File: config.mk
export PLATFORM = sky130hd
export DESIGN_NAME = imm_gen_pipe_flat
export DESIGN_NICKNAME = d
export VERILOG_FILES = /design/src/rtl/imm_gen_pipe_if.sv /design/src/rtl/imm_gen_pipe.sv /design/src/flat_wrapper.sv
export SDC_FILE = /design/constraint.sdc
export NUM_CORES = 1
export LEC_CHECK = 0
export CAP_MARGIN = 30
export CORE_UTILIZATION = 41
export CTS_CLUSTER_SIZE = 24
export DETAILED_ROUTE_END_ITERATION = 10
export PLACE_DENSITY = 0.65
export SLEW_MARGIN = 20
export SYNTH_ARGS = -nofsm -noshare
export SYNTH_HDL_FRONTEND = slang
export SYNTH_SLANG_ARGS = --single-unit
File: constraint.sdc
create_clock -name clk -period 2.5 [get_ports clk]
set_input_delay 0.5 -clock clk [delete_from_list [all_inputs] [get_ports clk]]
set_output_delay 0.5 -clock clk [all_outputs]
set_load 0.1 [all_outputs]
File: src/rtl/imm_gen_pipe_if.sv
// Handshake bundle between fetch/decode and the ALU operand mux.
// The producer drives inst_* and the consumer drives imm_ready.
interface imm_gen_pipe_if #(
  parameter int unsigned XLEN = 32
);
  logic            inst_valid;
  logic            inst_ready;
  logic [31:0]     inst_code;
  logic            imm_valid;
  logic            imm_ready;
  logic [XLEN-1:0] imm_out;
  logic [2:0]      imm_fmt;
  logic            illegal;

  // Generator side: takes instructions, presents decoded immediates.
  modport slave (
    input  inst_valid, inst_code, imm_ready,
    output inst_ready, imm_valid, imm_out, imm_fmt, illegal
  );

  // Environment side: offers instructions, consumes immediates.
  modport master (
    output inst_valid, inst_code, imm_ready,
    input  inst_ready, imm_valid, imm_out, imm_fmt, illegal
  );
endinterface

File: src/rtl/imm_gen_pipe.sv
// Pipelined RV32I/RV64I immediate generator with a 2-entry elastic buffer.
// Slot head_q is always the entry presented on the outputs, so every output
// comes straight from a flop; the second slot only holds the overflow entry.
module imm_gen_pipe #(
  parameter int unsigned XLEN  = 32,
  parameter int unsigned CNT_W = 8
) (
  input  logic             clk,
  input  logic             reset,
  imm_gen_pipe_if.slave    bus,
  output logic [CNT_W-1:0] illegal_cnt
);

  localparam int unsigned FMT_W = 3;

  localparam logic [FMT_W-1:0] FMT_NONE  = 3'd0;
  localparam logic [FMT_W-1:0] FMT_I     = 3'd1;
  localparam logic [FMT_W-1:0] FMT_SHAMT = 3'd2;
  localparam logic [FMT_W-1:0] FMT_S     = 3'd3;
  localparam logic [FMT_W-1:0] FMT_B     = 3'd4;
  localparam logic [FMT_W-1:0] FMT_U     = 3'd5;
  localparam logic [FMT_W-1:0] FMT_J     = 3'd6;

  localparam logic [6:0] OP_IMM    = 7'b0010011;
  localparam logic [6:0] OP_LOAD   = 7'b0000011;
  localparam logic [6:0] OP_JALR   = 7'b1100111;
  localparam logic [6:0] OP_SYSTEM = 7'b1110011;
  localparam logic [6:0] OP_IMM_32 = 7'b0011011;
  localparam logic [6:0] OP_STORE  = 7'b0100011;
  localparam logic [6:0] OP_BRANCH = 7'b1100011;
  localparam logic [6:0] OP_LUI    = 7'b0110111;
  localparam logic [6:0] OP_AUIPC  = 7'b0010111;
  localparam logic [6:0] OP_JAL    = 7'b1101111;
  localparam logic [6:0] OP_REG    = 7'b0110011;

  typedef struct packed {
    logic [XLEN-1:0]  imm;
    logic [FMT_W-1:0] fmt;
    logic             illegal;
  } entry_t;

  entry_t           dec;
  entry_t           head_q, head_d;
  entry_t           tail_q, tail_d;
  logic [1:0]       count_q, count_d;
  logic             valid_q, valid_d;
  logic             ready_q, ready_d;
  logic [CNT_W-1:0] cnt_q, cnt_d;
  logic             push, pop;

  logic [31:0]      inst;
  logic [6:0]       opcode;
  logic [2:0]       f3;
  logic             is_shift;

  assign inst     = bus.inst_code;
  assign opcode   = inst[6:0];
  assign f3       = inst[14:12];
  assign is_shift = (f3 == 3'b001) || (f3 == 3'b101);

  // Combinational decode of the incoming word into {imm, fmt, illegal}.
  always_comb begin
    dec = '0;
    case (opcode)
      OP_IMM: begin
        if (is_shift) begin
          dec.fmt = FMT_SHAMT;
          if (XLEN == 64) dec.imm = XLEN'(inst[25:20]);
          else            dec.imm = XLEN'(inst[24:20]);
        end else begin
          dec.fmt = FMT_I;
          dec.imm = XLEN'($signed(inst[31:20]));
        end
      end
      OP_LOAD, OP_JALR, OP_SYSTEM: begin
        dec.fmt = FMT_I;
        dec.imm = XLEN'($signed(inst[31:20]));
      end
      OP_IMM_32: begin
        if (XLEN == 64) begin
          if (is_shift) begin
            dec.fmt = FMT_SHAMT;
            dec.imm = XLEN'(inst[24:20]);
          end else begin
            dec.fmt = FMT_I;
            dec.imm = XLEN'($signed(inst[31:20]));
          end
        end else begin
          dec.illegal = 1'b1;
        end
      end
      OP_STORE: begin
        dec.fmt = FMT_S;
        dec.imm = XLEN'($signed({inst[31:25], inst[11:7]}));
      end
      OP_BRANCH: begin
        dec.fmt = FMT_B;
        dec.imm = XLEN'($signed({inst[31], inst[7], inst[30:25], inst[11:8], 1'b0}));
      end
      OP_LUI, OP_AUIPC: begin
        dec.fmt = FMT_U;
        dec.imm = XLEN'($signed({inst[31:12], 12'b0}));
      end
      OP_JAL: begin
        dec.fmt = FMT_J;
        dec.imm = XLEN'($signed({inst[31], inst[19:12], inst[20], inst[30:21], 1'b0}));
      end
      OP_REG: begin
        dec.fmt = FMT_NONE;
      end
      default: begin
        dec.illegal = 1'b1;
      end
    endcase
  end

  // Handshakes; ready comes from a flop, so imm_ready never reaches inst_ready.
  assign push = bus.inst_valid & ready_q;
  assign pop  = valid_q & bus.imm_ready;

  // Next-state for the buffer slots, occupancy, flags and illegal counter.
  always_comb begin
    head_d  = head_q;
    tail_d  = tail_q;
    count_d = count_q;
    cnt_d   = cnt_q;
    case (count_q)
      2'd0: begin
        if (push) begin
          head_d  = dec;
          count_d = 2'd1;
        end
      end
      2'd1: begin
        if (push && pop) begin
          head_d  = dec;
        end else if (push) begin
          tail_d  = dec;
          count_d = 2'd2;
        end else if (pop) begin
          count_d = 2'd0;
        end
      end
      2'd2: begin
        if (pop) begin
          head_d  = tail_q;
          count_d = 2'd1;
        end
      end
      default: begin
        count_d = 2'd0;
      end
    endcase
    valid_d = (count_d != 2'd0);
    ready_d = (count_d != 2'd2);
    if (push && dec.illegal && (cnt_q != {CNT_W{1'b1}})) begin
      cnt_d = cnt_q + CNT_W'(1);
    end
  end

  // State registers; reset flushes any buffered entries.
  always_ff @(posedge clk or negedge reset) begin
    if (!reset) begin
      head_q  <= '0;
      tail_q  <= '0;
      count_q <= 2'd0;
      valid_q <= 1'b0;
      ready_q <= 1'b1;
      cnt_q   <= '0;
    end else begin
      head_q  <= head_d;
      tail_q  <= tail_d;
      count_q <= count_d;
      valid_q <= valid_d;
      ready_q <= ready_d;
      cnt_q   <= cnt_d;
    end
  end

  assign bus.inst_ready = ready_q;
  assign bus.imm_valid  = valid_q;
  assign bus.imm_out    = head_q.imm;
  assign bus.imm_fmt    = head_q.fmt;
  assign bus.illegal    = head_q.illegal;
  assign illegal_cnt    = cnt_q;

endmodule

File: src/flat_wrapper.sv
// flat-port wrapper written by rule: the top's interface ports become plain ports
module imm_gen_pipe_flat 
#(
  parameter int unsigned XLEN  = 32,
  parameter int unsigned CNT_W = 8
)
  (clk, reset, illegal_cnt, bus_inst_valid, bus_inst_code, bus_imm_ready, bus_inst_ready, bus_imm_valid, bus_imm_out, bus_imm_fmt, bus_illegal);
  imm_gen_pipe_if #(.XLEN(XLEN)) bus_i ();
  input  logic clk;
  input  logic reset;
  output logic [CNT_W-1:0] illegal_cnt;
  input wire logic [$bits(bus_i.inst_valid)-1:0] bus_inst_valid;
  input wire logic [$bits(bus_i.inst_code)-1:0] bus_inst_code;
  input wire logic [$bits(bus_i.imm_ready)-1:0] bus_imm_ready;
  output wire logic [$bits(bus_i.inst_ready)-1:0] bus_inst_ready;
  output wire logic [$bits(bus_i.imm_valid)-1:0] bus_imm_valid;
  output wire logic [$bits(bus_i.imm_out)-1:0] bus_imm_out;
  output wire logic [$bits(bus_i.imm_fmt)-1:0] bus_imm_fmt;
  output wire logic [$bits(bus_i.illegal)-1:0] bus_illegal;
  assign bus_i.inst_valid = bus_inst_valid;
  assign bus_i.inst_code = bus_inst_code;
  assign bus_i.imm_ready = bus_imm_ready;
  assign bus_inst_ready = bus_i.inst_ready;
  assign bus_imm_valid = bus_i.imm_valid;
  assign bus_imm_out = bus_i.imm_out;
  assign bus_imm_fmt = bus_i.imm_fmt;
  assign bus_illegal = bus_i.illegal;
  imm_gen_pipe #(.XLEN(XLEN), .CNT_W(CNT_W)) u_core (.clk(clk), .reset(reset), .bus(bus_i), .illegal_cnt(illegal_cnt));
endmodule
==> summary.txt <==
Outcome
  • Outcome: complete, no violations

Detailed routing
  • Vias: 3,697
  • Starting DRT DRC Count: 200
  • Routed len/inst: 16.6 µm
  • Remaining antenna violation count: 0
  • Routed WL: 11,100 µm
  • DR pass1 iterations: 4
  • Avg Vias per Cell: 5.53
  • Drt drc: 0

Job
  • Max Cap Viol: 0

Timing
  • TNS Setup: 0 ns
  • Crit share post-route: 84.9%
  • RSZ-0062 raised after global routing: no
  • Final min period: 2.12 ns
  • Fmax: 0.471 GHz
  • Final setup violation count: 0
  • Final hold violations: 0
  • Slew margin rel.: 58.6%
  • Worst Skew: 0.00711 ns
  • Post-route setup slack: 0.378 ns
  • Worst slew pin tran: 0.620 ns
  • Hold WS: 0.0216 ns
  • Final Max Slew Viols: 0

Cells and area
  • Register area: 0.00210 mm²
  • Diodes inserted: 0
  • Layout area overhead: 26.2%
  • Fillers: 960
  • Final nets: 567
  • Multi-input logic area: 0.00200 mm²
  • Share of layout cells above drive strength 1: 22.0%

CTS
  • Post-CTS Setup Bufs: 0
  • Resized cells post-CTS: 0
  • Post-CTS Hold Buffers: 0
  • H-tree Lvls: 3
  • Clk slew on worst S/H paths: 0.08 ns
  • Clock Latency Late Sink: 0.35 ns
  • Num CTS Buffers: 9
  • CTS tree: done
  • Clock Tree Buf Depth: 2
  • CTS sink count: 84
  • CTS Root Cell: clkbuf_8

Pwr
  • Seq pwr share: 29.8%
  • Leakage: 0.00241 µW
  • Sw frac: 54.7%
  • Total power: 7380 µW
  • Power Internal: 3340 µW
  • Clock power share: 12.5%
  • Max rail drop VDD: 1.15 mV
  • Net Switching: 4040 µW
  • Power per cell area: 1360 mW/mm²
  • Comb power frac: 57.7%

Synthesis
  • Syn Inst Count: 446
  • Sequential cell area fraction in the yosys report: 48.8%
  • Mapped Nets: 483
  • Synth Warn #: 0
  • Yosys reg bits: 84
  • Post-synth top flop: dfrtp_1
  • Synthesized area: 0.00431 mm²
  • Syn Area/Cell: 9.67 µm²
  • FFs w/ async S/R, synth: 100%
  • Post-synth EDFFs: 0
  • Count of different cell masters after synthesis: 58

Placed design
  • Buffers on Ports: 81
  • Post-placement setup slack: 0.0188 ns
  • Post-DP HPWL: 7780 µm
  • RePlAce Congestion: 0.867

Die
  • # IOs: 82
  • Starting density of the core: 42.0%
  • Die area: 0.0109 mm²
  • Std cell rows: 37
  • Core Region: 0.0103 mm²
  • Die H: 105 µm
  • Die X: 105 µm

Worst setup path
  • Critical path type: primary input to flop
  • Slowest stage cell on the critical path: clkdlybuf4s50_1
  • Type of origin of the critical path: primary input
  • Setup crit end kind: flop
  • Worst Path Arrival: 2.35 ns
  • R2R Path Start: u_core.bus.inst_ready
  • Worst Path Max Fanout: 8
  • Crit path cell chain: clkdlybuf4s50_1 > nand3b_1 > a22oi_2 > o211ai_2 > and3_1 > a221o_1
  • CP max stage delay: 0.65 ns
  • Required time worst endpoint: 2.73 ns
  • Flop-to-flop setup slack: 0.54 ns
  • Worst r2r dst: u_core.bus.imm_out[27]
  • FF-to-FF path depth: 6

Min path
  • HP Class: primary input to async pin

Global route
  • Initial antenna violation count: 0
  • First-pass GRT wire length: 18,200 µm
  • Vias in the first global route: 3,579
  • Total GRT Usage: 21.0%
  • Pin count of the biggest net entering global routing: 52
  • Gr ovfl total: 0
-- power by group through the flow --
stage	sequential (µW)	combinational [µW]	clock [µW]
5_1_grt	2260	4470	1000
4_1_cts	2200	4280	958
6_report	2200	4260	920
3_5_place_dp	2220	4270	0
2_1_floorplan	4290	1170	0
3_3_place_gp	2210	4230	0
-- worst max-delay path by stage --
stage,slack (ns),endpoint,cells after the start,startpoint
final,0.38,u_core.bus.imm_out[9],6,bus_inst_code[4]
after global placement,0.06,u_core.illegal_cnt[1],7,bus_inst_code[4]
after CTS,0.39,u_core.bus.imm_out[9],6,bus_inst_code[4]
after global routing,0.29,u_core.bus.imm_out[9],6,bus_inst_code[4]
after floorplan,0.11,u_core.illegal_cnt[1],6,u_core.illegal_cnt[0]
after detailed placement,0.02,u_core.bus.imm_out[7],6,bus_inst_code[4]
-- routing by layer --
metal,share of wire [%],up-vias,track usage (%)
met2,47,117,32.5
met4,0.76,0,5.31
met5,0,-,0
met1,47,1784,29.5
met3,5.6,9,4.93
li1,-,1787,-
-- state kept, by name, summed over array words and instances (netlist names) --
signal / cells
u_core.bus.inst_ready: 1
u_core.bus.illegal: 1
u_core.count_q: 2
u_core.bus.imm_valid: 1
u_core.bus.imm_fmt: 3
u_core.bus.imm_out: 32
u_core.tail_q: 36
u_core.illegal_cnt: 8
-- worst max-delay path, delay by kind of cell --
family | cells | cell delay (ns)
compound gates | 3 | 0.73
buf+inv | 1 | 0.65
simple gates | 2 | 0.47
-- cell usage after synthesis, types with 2 or more instances --
master	instances	area share (%)
o2111ai_1	11	2.2
a211oi_2	2	0.58
o21ai_0	20	2.3
inv_1	3	0.26
nor3_4	2	0.75
and3b_1	2	0.41
a21oi_1	49	5.7
buf_6	5	1.3
nor2_1	40	3.5
buf_4	7	1.2
and2_1	5	0.73
a31oi_1	2	0.29
a221o_1	6	1.4
clkbuf_1	15	1.3
a22oi_1	5	0.87
nand4_1	4	0.58
buf_2	8	0.93
xnor2_1	7	1.4
nor3_1	20	2.3
o21ai_1	9	1.0
nand3_1	5	0.58
a22o_1	6	1.2
o211ai_2	11	3.2
and3_1	10	1.5
mux2_2	2	0.52
or3_1	2	0.29
or2_0	2	0.29
nor2b_1	2	0.29
a211oi_1	12	2.1
o211ai_1	3	0.52
dfrtp_1	83	48
nand2_1	59	5.1
nor3b_1	2	0.35
-- cells in the final DEF, fill, tap and decap left out, types with 2 or more instances in the layout --
cell	instances
o211ai_2	11
nand4_1	4
a22o_1	6
nor3_4	2
and3_1	10
clkbuf_8	10
xnor2_1	7
a31oi_1	2
or3_1	2
a211oi_1	12
dfrtp_1	83
o21ai_1	9
nor3b_1	2
a22oi_1	5
and3b_1	2
o2111ai_1	11
clkdlybuf4s50_1	34
o21ai_0	20
and2_1	5
buf_4	69
buf_12	6
or2_0	2
inv_1	3
o211ai_1	3
a221o_1	6
mux2_2	2
a211oi_2	2
nand2_1	59
nor2_1	40
nand3_1	5
nor3_1	20
clkinv_2	2
a21oi_1	49
-- kinds of logic after synthesis --
group	count (synthesis)	share of synthesized area, %
AND/OR/NAND/NOR	163	18.6
AO/OA/AOI/OAI	148	24.7
flip-flops	84	48.8
buffers and inverters	39	5.11
XOR/XNOR	8	1.63
multiplexers	3	0.870
adder cells (fa/ha/maj)	1	0.290
-- area by class of cell --
type	count	area share, %
multi-input cells	323	36.8
well taps	136	3.13
flip-flops and latches	84	38.7
repair buffers	109	18.0
clock inverters	3	0.736
clock buffers	10	2.53
inverters	3	0.207
-- through the flow --
stage / util [%] / instance area, µm² / cells
2_1_floorplan: - / 4310 / 446
3_3_place_gp: 51.2 / 5260 / 655
3_5_place_dp: 51.2 / 5260 / 655
4_1_cts: 52.9 / 5440 / 668
5_1_grt: 52.9 / 5440 / 668
6_report: 52.9 / 5440 / 668
No activity file was read; power rests on OpenSTA's default activity.
